===== config.mk =====
export PLATFORM = sky130hd
export DESIGN_NAME = adc_capture_fifo
export DESIGN_NICKNAME = d
export VERILOG_FILES = /design/src/rtl/adc_pkg.sv /design/src/rtl/adc_sample_fifo.sv /design/src/rtl/adc_capture_fifo.sv
export SDC_FILE = /design/constraint.sdc
export NUM_CORES = 1
export LEC_CHECK = 0
export BUFFER_PORTS_ARGS = -buffer_cell sky130_fd_sc_hd__buf_2
export CORE_ASPECT_RATIO = 0.5
export CORE_MARGIN = 2
export CORE_UTILIZATION = 55
export CTS_CLUSTER_SIZE = 14
export DETAILED_ROUTE_END_ITERATION = 10
export PLACE_DENSITY = 0.72
export SYNTH_ARGS = -nofsm -noshare
export SYNTH_HDL_FRONTEND = slang
export SYNTH_SLANG_ARGS = --single-unit

===== constraint.sdc =====
create_clock -name clock -period 5.7 [get_ports clock]
set_input_delay 1.425 -clock clock [delete_from_list [all_inputs] [get_ports clock]]
set_output_delay 1.425 -clock clock [all_outputs]
set_load 0.02 [all_outputs]

===== src/rtl/adc_pkg.sv =====
// Shared sizing helpers and the saturating round used by the ADC capture path.
package adc_pkg;
  localparam int ADC_WIDTH_DEF    = 9;
  localparam int OUT_WIDTH_DEF    = 8;
  localparam int DEPTH_DEF        = 16;
  localparam int MAX_AVG_LOG2_DEF = 3;
  localparam int LEVEL_W          = $clog2(DEPTH_DEF + 1);
  localparam int AVG_LOG2_W       = $clog2(MAX_AVG_LOG2_DEF + 1);

  function automatic int acc_width(input int adc_w, input int max_avg_log2);
    return adc_w + max_avg_log2;
  endfunction

  // Round-half-up by s bits, then clamp to the largest out_w-bit value.
  function automatic logic [31:0] round_sat(input logic [31:0] avg, input int s, input int out_w);
    logic [32:0] sum;
    logic [32:0] lim;
    if (s == 0) return avg;
    sum = {1'b0, avg} + (33'd1 << (s - 1));
    sum = sum >> s;
    lim = (33'd1 << out_w) - 33'd1;
    return (sum > lim) ? lim[31:0] : sum[31:0];
  endfunction
endpackage


===== src/rtl/adc_sample_fifo.sv =====
// Synchronous FIFO with wrap-bit pointers; head holds the last popped word while empty.
module adc_sample_fifo #(
  parameter int WIDTH = 8,
  parameter int DEPTH = 16
) (
  input  logic                         clock,
  input  logic                         reset,
  input  logic                         push,
  input  logic [WIDTH-1:0]             push_data,
  input  logic                         pop,
  output logic [WIDTH-1:0]             head,
  output logic                         full,
  output logic                         empty,
  output logic [$clog2(DEPTH+1)-1:0]   level
);
  localparam int AW = $clog2(DEPTH);
  localparam int PW = AW + 1;

  logic [PW-1:0]    wr_q, wr_d, rd_q, rd_d;
  logic [WIDTH-1:0] hold_q, hold_d;
  logic [WIDTH-1:0] mem_q [DEPTH];
  logic             do_push, do_pop;

  assign empty   = (wr_q == rd_q);
  assign full    = (wr_q[AW] != rd_q[AW]) && (wr_q[AW-1:0] == rd_q[AW-1:0]);
  assign do_pop  = pop && !empty;
  assign do_push = push && (!full || do_pop);
  assign level   = $bits(level)'(wr_q - rd_q);
  assign head    = empty ? hold_q : mem_q[rd_q[AW-1:0]];

  always_comb begin
    wr_d   = wr_q + PW'(do_push);
    rd_d   = rd_q + PW'(do_pop);
    hold_d = do_pop ? mem_q[rd_q[AW-1:0]] : hold_q;
  end

  always_ff @(posedge clock) begin
    if (reset) begin
      wr_q   <= '0;
      rd_q   <= '0;
      hold_q <= '0;
    end else begin
      wr_q   <= wr_d;
      rd_q   <= rd_d;
      hold_q <= hold_d;
    end
  end

  always_ff @(posedge clock) begin
    if (do_push) mem_q[wr_q[AW-1:0]] <= push_data;
  end
endmodule


===== src/rtl/adc_capture_fifo.sv =====
// SAR ADC back end: 2^k block averaging, width reduction, result stage and output FIFO.
module adc_capture_fifo
  import adc_pkg::*;
#(
  parameter int ADC_WIDTH    = ADC_WIDTH_DEF,
  parameter int OUT_WIDTH    = OUT_WIDTH_DEF,
  parameter int DEPTH        = DEPTH_DEF,
  parameter int MAX_AVG_LOG2 = MAX_AVG_LOG2_DEF
) (
  input  logic                              clock,
  input  logic                              reset,
  input  logic                              enable,
  input  logic [$clog2(MAX_AVG_LOG2+1)-1:0] avg_log2,
  input  logic                              round_en,
  input  logic                              adc_valid,
  input  logic [ADC_WIDTH-1:0]              adc_data,
  output logic                              out_valid,
  input  logic                              out_ready,
  output logic [OUT_WIDTH-1:0]              out_data,
  output logic [$clog2(DEPTH+1)-1:0]        level,
  output logic                              overflow,
  input  logic                              clear_ovf
);
  localparam int ACC_W = acc_width(ADC_WIDTH, MAX_AVG_LOG2);
  localparam int K_W   = $clog2(MAX_AVG_LOG2 + 1);
  localparam int CNT_W = MAX_AVG_LOG2 + 1;
  localparam int S     = ADC_WIDTH - OUT_WIDTH;

  logic [ACC_W-1:0]     acc_q, acc_d, sum, avg_full;
  logic [CNT_W-1:0]     cnt_q, cnt_d, blk_len;
  logic [K_W-1:0]       k_q, k_d, k_eff;
  logic [OUT_WIDTH-1:0] res_q, res_d, red;
  logic                 res_valid_q, res_valid_d;
  logic                 ovf_q, ovf_d;
  logic [ADC_WIDTH-1:0] avg;
  logic                 last, full, empty, pop, drop;

  always_comb begin
    // k is only sampled at the first sample of a block.
    k_eff = k_q;
    if (cnt_q == '0)
      k_eff = (avg_log2 > K_W'(MAX_AVG_LOG2)) ? K_W'(MAX_AVG_LOG2) : avg_log2;
    sum      = acc_q + ACC_W'(adc_data);
    avg_full = sum >> k_eff;
    avg      = avg_full[ADC_WIDTH-1:0];
    blk_len  = CNT_W'(1) << k_eff;
    last     = (cnt_q + CNT_W'(1)) == blk_len;
    red      = round_en ? OUT_WIDTH'(round_sat(32'(avg), S, OUT_WIDTH)) : avg[ADC_WIDTH-1:S];

    acc_d       = acc_q;
    cnt_d       = cnt_q;
    k_d         = k_q;
    res_d       = res_q;
    res_valid_d = 1'b0;
    if (!enable) begin
      acc_d = '0;
      cnt_d = '0;
    end else if (adc_valid) begin
      k_d = k_eff;
      if (last) begin
        acc_d       = '0;
        cnt_d       = '0;
        res_d       = red;
        res_valid_d = 1'b1;
      end else begin
        acc_d = sum;
        cnt_d = cnt_q + CNT_W'(1);
      end
    end
  end

  assign pop  = out_valid && out_ready;
  assign drop = res_valid_q && full && !pop;

  always_comb begin
    ovf_d = ovf_q;
    if (drop)           ovf_d = 1'b1;
    else if (clear_ovf) ovf_d = 1'b0;
  end

  always_ff @(posedge clock) begin
    if (reset) begin
      acc_q       <= '0;
      cnt_q       <= '0;
      k_q         <= '0;
      res_q       <= '0;
      res_valid_q <= 1'b0;
      ovf_q       <= 1'b0;
    end else begin
      acc_q       <= acc_d;
      cnt_q       <= cnt_d;
      k_q         <= k_d;
      res_q       <= res_d;
      res_valid_q <= res_valid_d;
      ovf_q       <= ovf_d;
    end
  end

  adc_sample_fifo #(.WIDTH(OUT_WIDTH), .DEPTH(DEPTH)) u_fifo (
    .clock     (clock),
    .reset     (reset),
    .push      (res_valid_q),
    .push_data (res_q),
    .pop       (pop),
    .head      (out_data),
    .full      (full),
    .empty     (empty),
    .level     (level)
  );

  assign out_valid = !empty;
  assign overflow  = ovf_q;
endmodule


==> key figures, run 1 <==
Drt
  – Vias: 5068
  – First-pass DRT Iterations: 7
  – Drt wl/cell: 20.1 um
  – Via/cell ratio: 6.01
  – DRC violation count after routing: 0
  – Drt total wl: 17.0 mm
  – Antenna-violating nets left: 0
  – Iter 0 DRT Violations: 331

Flow run
  – Max-cap viol count: 0

Finish
  – # diodes: 0
  – Nets: 672
  – Layout cells sized above 1: 23.4%
  – Final Non-Filler Cells: 843
  – Area of the multi-input gates: 0.00320 mm^2
  – Syn-to-layout area delta: 11.2%
  – Register area: 0.00477 mm^2
  – FILL cells: 1097

Clocking
  – H-tree depth: 4
  – CTS Sinks: 174
  – Clk buf depth: 2
  – Worst skew pair latency: 0.42 ns
  – TritonCTS buffer count: 17
  – Post-CTS Setup Inserts: 0
  – Root Buffer Master: clkbuf_16
  – CTS tree: built
  – Cts-stage hold buffer count: 0
  – Post-cts resize count: 0
  – Clock transition at path regs: 0.07 ns

Power and ir drop
  – Lkg Pwr: 0.00315 uW
  – Tot Pwr: 2770 uW
  – Power Density: 304 mW/mm^2
  – Worst ir drop on vdd: 0.181 mV

Run status
  – Status: complete, no violations

Place
  – RePlAce Congestion: 0.841
  – Placed Cells: 811
  – IO buf count: 32
  – DP HPWL: 11.1 mm

Global routing
  – Largest net degree at the start of global routing: 37
  – Gr ovfl total: 0
  – Number of global-route vias before repair: 4924
  – Total GRT Usage: 22.8%
  – Initial antenna violation count: 0
  – First-pass GRT wire length: 27.2 mm

Yosys
  – Synth Cell Area: 0.00818 mm^2
  – Yosys reg bits: 174
  – Top cell type by total area after synthesis: edfxtp_1
  – Post-synth EDFFs: 128
  – Post-Syn Nets: 640
  – Syn_area_per_cell: 13.6 um^2
  – Total of warnings raised by yosys: 0
  – Synth Instances: 600
  – Unique masters post-synth: 78
  – Most common cell in the synthesized netlist: edfxtp_1
  – Top cells by area, synth: edfxtp_1, mux4_2, dfxtp_1
  – Synth top area share: 47.0%
  – Synth async-reset ratio: 0%
  – Sequential fraction of the synthesis area: 58.3%
  – Commonest cells in the synthesized netlist: edfxtp_1, nor2_1, nand2_1
  – Top FF cell, synth: edfxtp_1

Timing
  – RSZ-0062 raised after global routing: false
  – Worst hold slack: 0.459 ns
  – Hold Fails Final Rpt: 0
  – Max Freq: 222 MHz
  – Max Slew Vio Count: 0
  – Clock skew: 0.0186 ns
  – Worst Max-Slew Pin Slew: 1.09 ns
  – Min Tclk post-route: 4.51 ns
  – Max-slew headroom: 27.1%
  – Final-report setup violation count: 0
  – Fin crit share: 79.1%
  – Setup_tns: 0 ns

Critical path
  – Critical Path AT: 3.09 ns
  – Setup slack, reg-to-reg: 1.91 ns
  – R2R depth: 13
  – CP required: 4.28 ns
  – Critical path launch point type: flip-flop
  – CP Max Fanout: 17
  – Crit end category: primary output
  – Crit path kind: flip-flop to primary output

Die
  – Die W: 176 um
  – Initial Util: 56.4%
  – IO Pins: 33
  – Row cnt: 31
  – Die H: 90.2 um
  – Die Footprint: 0.0159 mm^2
  – Core Area: 0.0145 mm^2

Min path
  – Worst Hold Class: flip-flop to flip-flop
  – Hold path cells: 2
[layout make-up]
| type | instances | share of cell area [%] |
|---|---|---|
| tap | 198 | 2.72 |
| multi-input combinational | 380 | 35.2 |
| timing repair buffer | 39 | 2.34 |
| inverter | 20 | 0.825 |
| sequential | 174 | 52.4 |
| clock inverter | 11 | 1.22 |
| clock buffer | 21 | 5.34 |
[layer usage]
metal	global-route usage, %	vias to the layer above	share of wire [%]
met1	31.7	2515	45
met2	35.5	174	47
met5	0	-	0
li1	-	2359	-
met3	5.88	20	5.9
met4	7.58	0	1.9
[flip-flops by register name (all words and copies together) (netlist names)]
name	cells
res_valid_q	1
u_fifo.wr_q	5
res_q	8
u_fifo.mem_q	128
k_q	2
u_fifo.hold_q	8
overflow	1
u_fifo.rd_q	5
acc_q	12
cnt_q	4
[critical path, cell delays in order (launching register included)]
cell and delay (ns):
dfxtp_2 0.74, buf_4 0.35, mux4_2 0.61, mux4_2 0.51, mux2_2 0.28, buf_2 0.16
[path summary, 6_finish.rpt]
path / startpoint / to
worst max-delay path: u_fifo.rd_q[0] / out_data[6]
worst min-delay path: u_fifo.hold_q[3] / u_fifo.hold_q[3]
worst min register to register: u_fifo.hold_q[3] / u_fifo.hold_q[3]
worst max register to register: u_fifo.rd_q[1] / u_fifo.rd_q[4]
[cell usage in the layout, fill, tap and decap left out, types with 4 or more instances in the layout]
cell type,count
nor3_1,10
nand2b_1,4
o21ai_0,6
nor2_1,54
o22ai_1,5
a211oi_1,5
inv_1,17
xor2_1,11
a21o_1,4
buf_4,7
or3_1,6
ha_1,20
dfxtp_1,45
buf_2,32
nand3_1,28
mux2_2,8
edfxtp_1,128
mux4_2,42
a22oi_1,4
clkbuf_16,19
xnor2_1,10
a21oi_1,29
nor2b_1,10
nand2_1,53
[stage by stage]
step                      worst slack [ns]  area (um^2)  util (%)
after CTS                             1.13         9100      62.7
after detailed placement              1.13         8500      58.6
after global routing                  1.03         9100      62.7
final                                 1.19         9100      62.7
after floorplan                       1.48         8180         -
after global placement                1.21         8500      58.6
[logic make-up after synthesis]
logic type,count (synthesis),share of synthesized area (%)
compound gates,93,8.71
xor+xnor,21,2.25
fa+ha+maj,22,3.55
buf+inv,46,2.63
flops,174,58.3
mux,55,13.4
simple gates,189,11.2
[report_power, final]
| group | leakage (uW) | switching (uW) | internal [uW] |
|---|---|---|---|
| sequential | 0.00153 | 20.3 | 1360 |
| combinational | 0.00133 | 138 | 94.3 |
| clock | 0.000301 | 518 | 636 |
Note: power is estimated with default switching activity, not from simulation.
==> inputs of run 2 (changes only) <==
- ABC_AREA: default -> 1
- PLACE_DENSITY: 0.72 -> 0.75
- clock period: 5.7 -> 4.1 ns (I/O delays scaled with it)
==> run 2 against run 1 <==
Net effect: via count up 27%; largest cell class unchanged; sequential power up 38%; global-route usage up 1.8 points.
==> key figures, run 2 <==
Finish
  – Commonest cells after routing, fill and taps aside: nand2_1, edfxtp_1, nor2_1
  – Commonest non-fill, non-tap cell in the layout: nand2_1
  – Final Non-Filler Cells: 1127
  – Nets: 956
  – Layout cells sized above 1: 11.5%
  – Syn-to-layout area delta: 10.9%
  – # diodes: 0
  – FILL cells: 1170
  – Max reg flops: 128

Critical path
  – CP Max Fanout: 18
  – CP required: 3.07 ns
  – Slowest stage delay, CP: 0.43 ns
  – Critical Path AT: 2.67 ns
  – CP cell instances: inv_1, ha_1, nand4_1, nor2_1, clkinv_1, o21ai_0, buf_2
  – Crit end category: primary output
  – Slowest cell on crit path: clkinv_1
  – Critical path launch point type: flip-flop
  – Crit path kind: flip-flop to primary output

Global routing
  – Largest net degree at the start of global routing: 37
  – Initial antenna violation count: 0
  – Grt met1 use: 34.4%
  – GR Util met3: 4.73%
  – Total GRT Usage: 24.7%
  – First-pass GRT wire length: 30.8 mm
  – Gr ovfl total: 0
  – Met2 Usage GRT: 39.2%
  – Top Usage Layer GRT: met2
  – Number of global-route vias before repair: 6048

Clocking
  – H-tree depth: 4
  – Post-cts resize count: 0
  – Worst skew pair latency: 0.43 ns
  – Root Buffer Master: clkbuf_16
  – Clock transition at path regs: 0.08 ns
  – TritonCTS buffer count: 17
  – Post-CTS Setup Inserts: 0
  – CTS Sinks: 174
  – Clk buf depth: 2
  – Cts-stage hold buffer count: 0
  – CTS tree: built

Yosys
  – Total of warnings raised by yosys: 0
  – Synth Instances: 893
  – Post-Syn Nets: 933
  – Top cell type by total area after synthesis: edfxtp_1
  – Top cells by area, synth: edfxtp_1, dfxtp_1, nand2_1
  – Top FF cell, synth: edfxtp_1
  – Post-synth EDFFs: 128
  – Yosys reg bits: 174
  – Synth Cell Area: 0.00836 mm^2
  – Commonest cells in the synthesized netlist: nand2_1, edfxtp_1, nor2_1
  – Most common cell in the synthesized netlist: nand2_1
  – Unique masters post-synth: 38
  – Syn_area_per_cell: 9.36 um^2
  – Synth top area share: 46.0%
  – Synth async-reset ratio: 0%
  – Sequential fraction of the synthesis area: 57.0%

Timing
  – Min Tclk post-route: 3.69 ns
  – Max Slew Vio Count: 0
  – RSZ-0062 raised after global routing: false
  – Hold Fails Final Rpt: 0
  – Final-report setup violation count: 0
  – Max-slew headroom: 42.3%
  – Worst hold slack: 0.464 ns
  – Clock skew: 0.0115 ns
  – Setup_tns: 0 ns
  – Worst Max-Slew Pin Slew: 0.863 ns
  – Fin crit share: 90.0%
  – Max Freq: 271 MHz

Drt
  – Drt total wl: 19.0 mm
  – Via/cell ratio: 5.69
  – Drt wl/cell: 16.9 um
  – Vias: 6414
  – Antenna-violating nets left: 0
  – Iter 0 DRT Violations: 609
  – First-pass DRT Iterations: 5
  – DRC violation count after routing: 0

Power and ir drop
  – Power Density: 428 mW/mm^2
  – Lkg Pwr: 0.00370 uW
  – Worst ir drop on vdd: 0.243 mV

Min path
  – Worst Hold Class: flip-flop to flip-flop

Die
  – Core Area: 0.0147 mm^2
  – Row cnt: 31
  – Die Footprint: 0.0163 mm^2
  – IO Pins: 33
  – Die H: 91.2 um
  – Die W: 178 um
  – Initial Util: 57.0%

Place
  – IO buf count: 32
  – DP HPWL: 12.7 mm
  – Placed Cells: 1095
  – RePlAce Congestion: 0.915

Run status
  – Status: complete, no violations

Flow run
  – Max-cap viol count: 0
-- run 2: cell types whose count changed after synthesis, sizes merged, moves of 18 or more --
cell / previous run / this run
nand2: 54 / 166
o21ai: 8 / 103
inv: 18 / 84
nor2: 56 / 118
nand3: 28 / 78
mux4: 42 / 0
o22ai: 5 / 23
-- run 2: area by class of cell --
class	count	area (um^2)	area share, %
clock inverters	14	193	2.08
well taps	198	248	2.67
repair buffers	40	220	2.37
clock buffers	18	439	4.73
inverters	86	323	3.48
multi-input cells	597	3090	33.3
flip-flops and latches	174	4770	51.4
-- run 2: power by group --
part	internal (uW)	leakage (uW)	switching, uW
clock	954	0.000311	773
sequential	1890	0.00160	22.5
combinational	106	0.00178	226
total	2950	0.00370	1020
-- run 2: logic make-up (layout without fill, tap and decap cells) --
family          Yosys count  after routing  share of synthesized area (%)
simple gates            374            374                           19.4
compound gates          187            187                           12.6
flops                   174            174                           57.0
buf+inv                 122            158                           6.11
fa+ha+maj                22             22                           3.47
xor+xnor                 14             14                           1.47
-- run 2: path summary, 6_finish.rpt --
kind                                       end  slack [ns]      startpoint  cells after the start
worst min register to register        overflow        0.46     res_valid_q                      2
worst max-delay path               out_data[3]        0.41  u_fifo.rd_q[3]                      7
worst min-delay path                  overflow        0.46     res_valid_q                      2
worst max register to register  u_fifo.rd_q[4]        0.92  u_fifo.rd_q[3]                     12
-- run 2: per-stage QoR --
step	total power, uW	instance area, um^2	worst slack [ns]	util (%)
after CTS	3980	9280	0.461	63.3
after global placement	2270	8640	0.759	59.0
after detailed placement	2280	8640	0.692	59.0
after floorplan	2210	8360	0.834	-
final	3970	9280	0.409	63.3
after global routing	4110	9280	0.267	63.3
-- run 2: metal layers --
metal,wire length [um],share of wire (%)
met2,8790,46
met4,287,1.5
met5,0,0
met3,1440,7.6
met1,8510,45
-- run 2: critical path: cells and delay by family, from the launching register on --
| family | cells | cell delay (ns) |
|---|---|---|
| flops | 1 | 0.35 |
| compound gates | 1 | 0.36 |
| simple gates | 2 | 0.41 |
| buf+inv | 3 | 0.74 |
| fa+ha+maj | 1 | 0.37 |
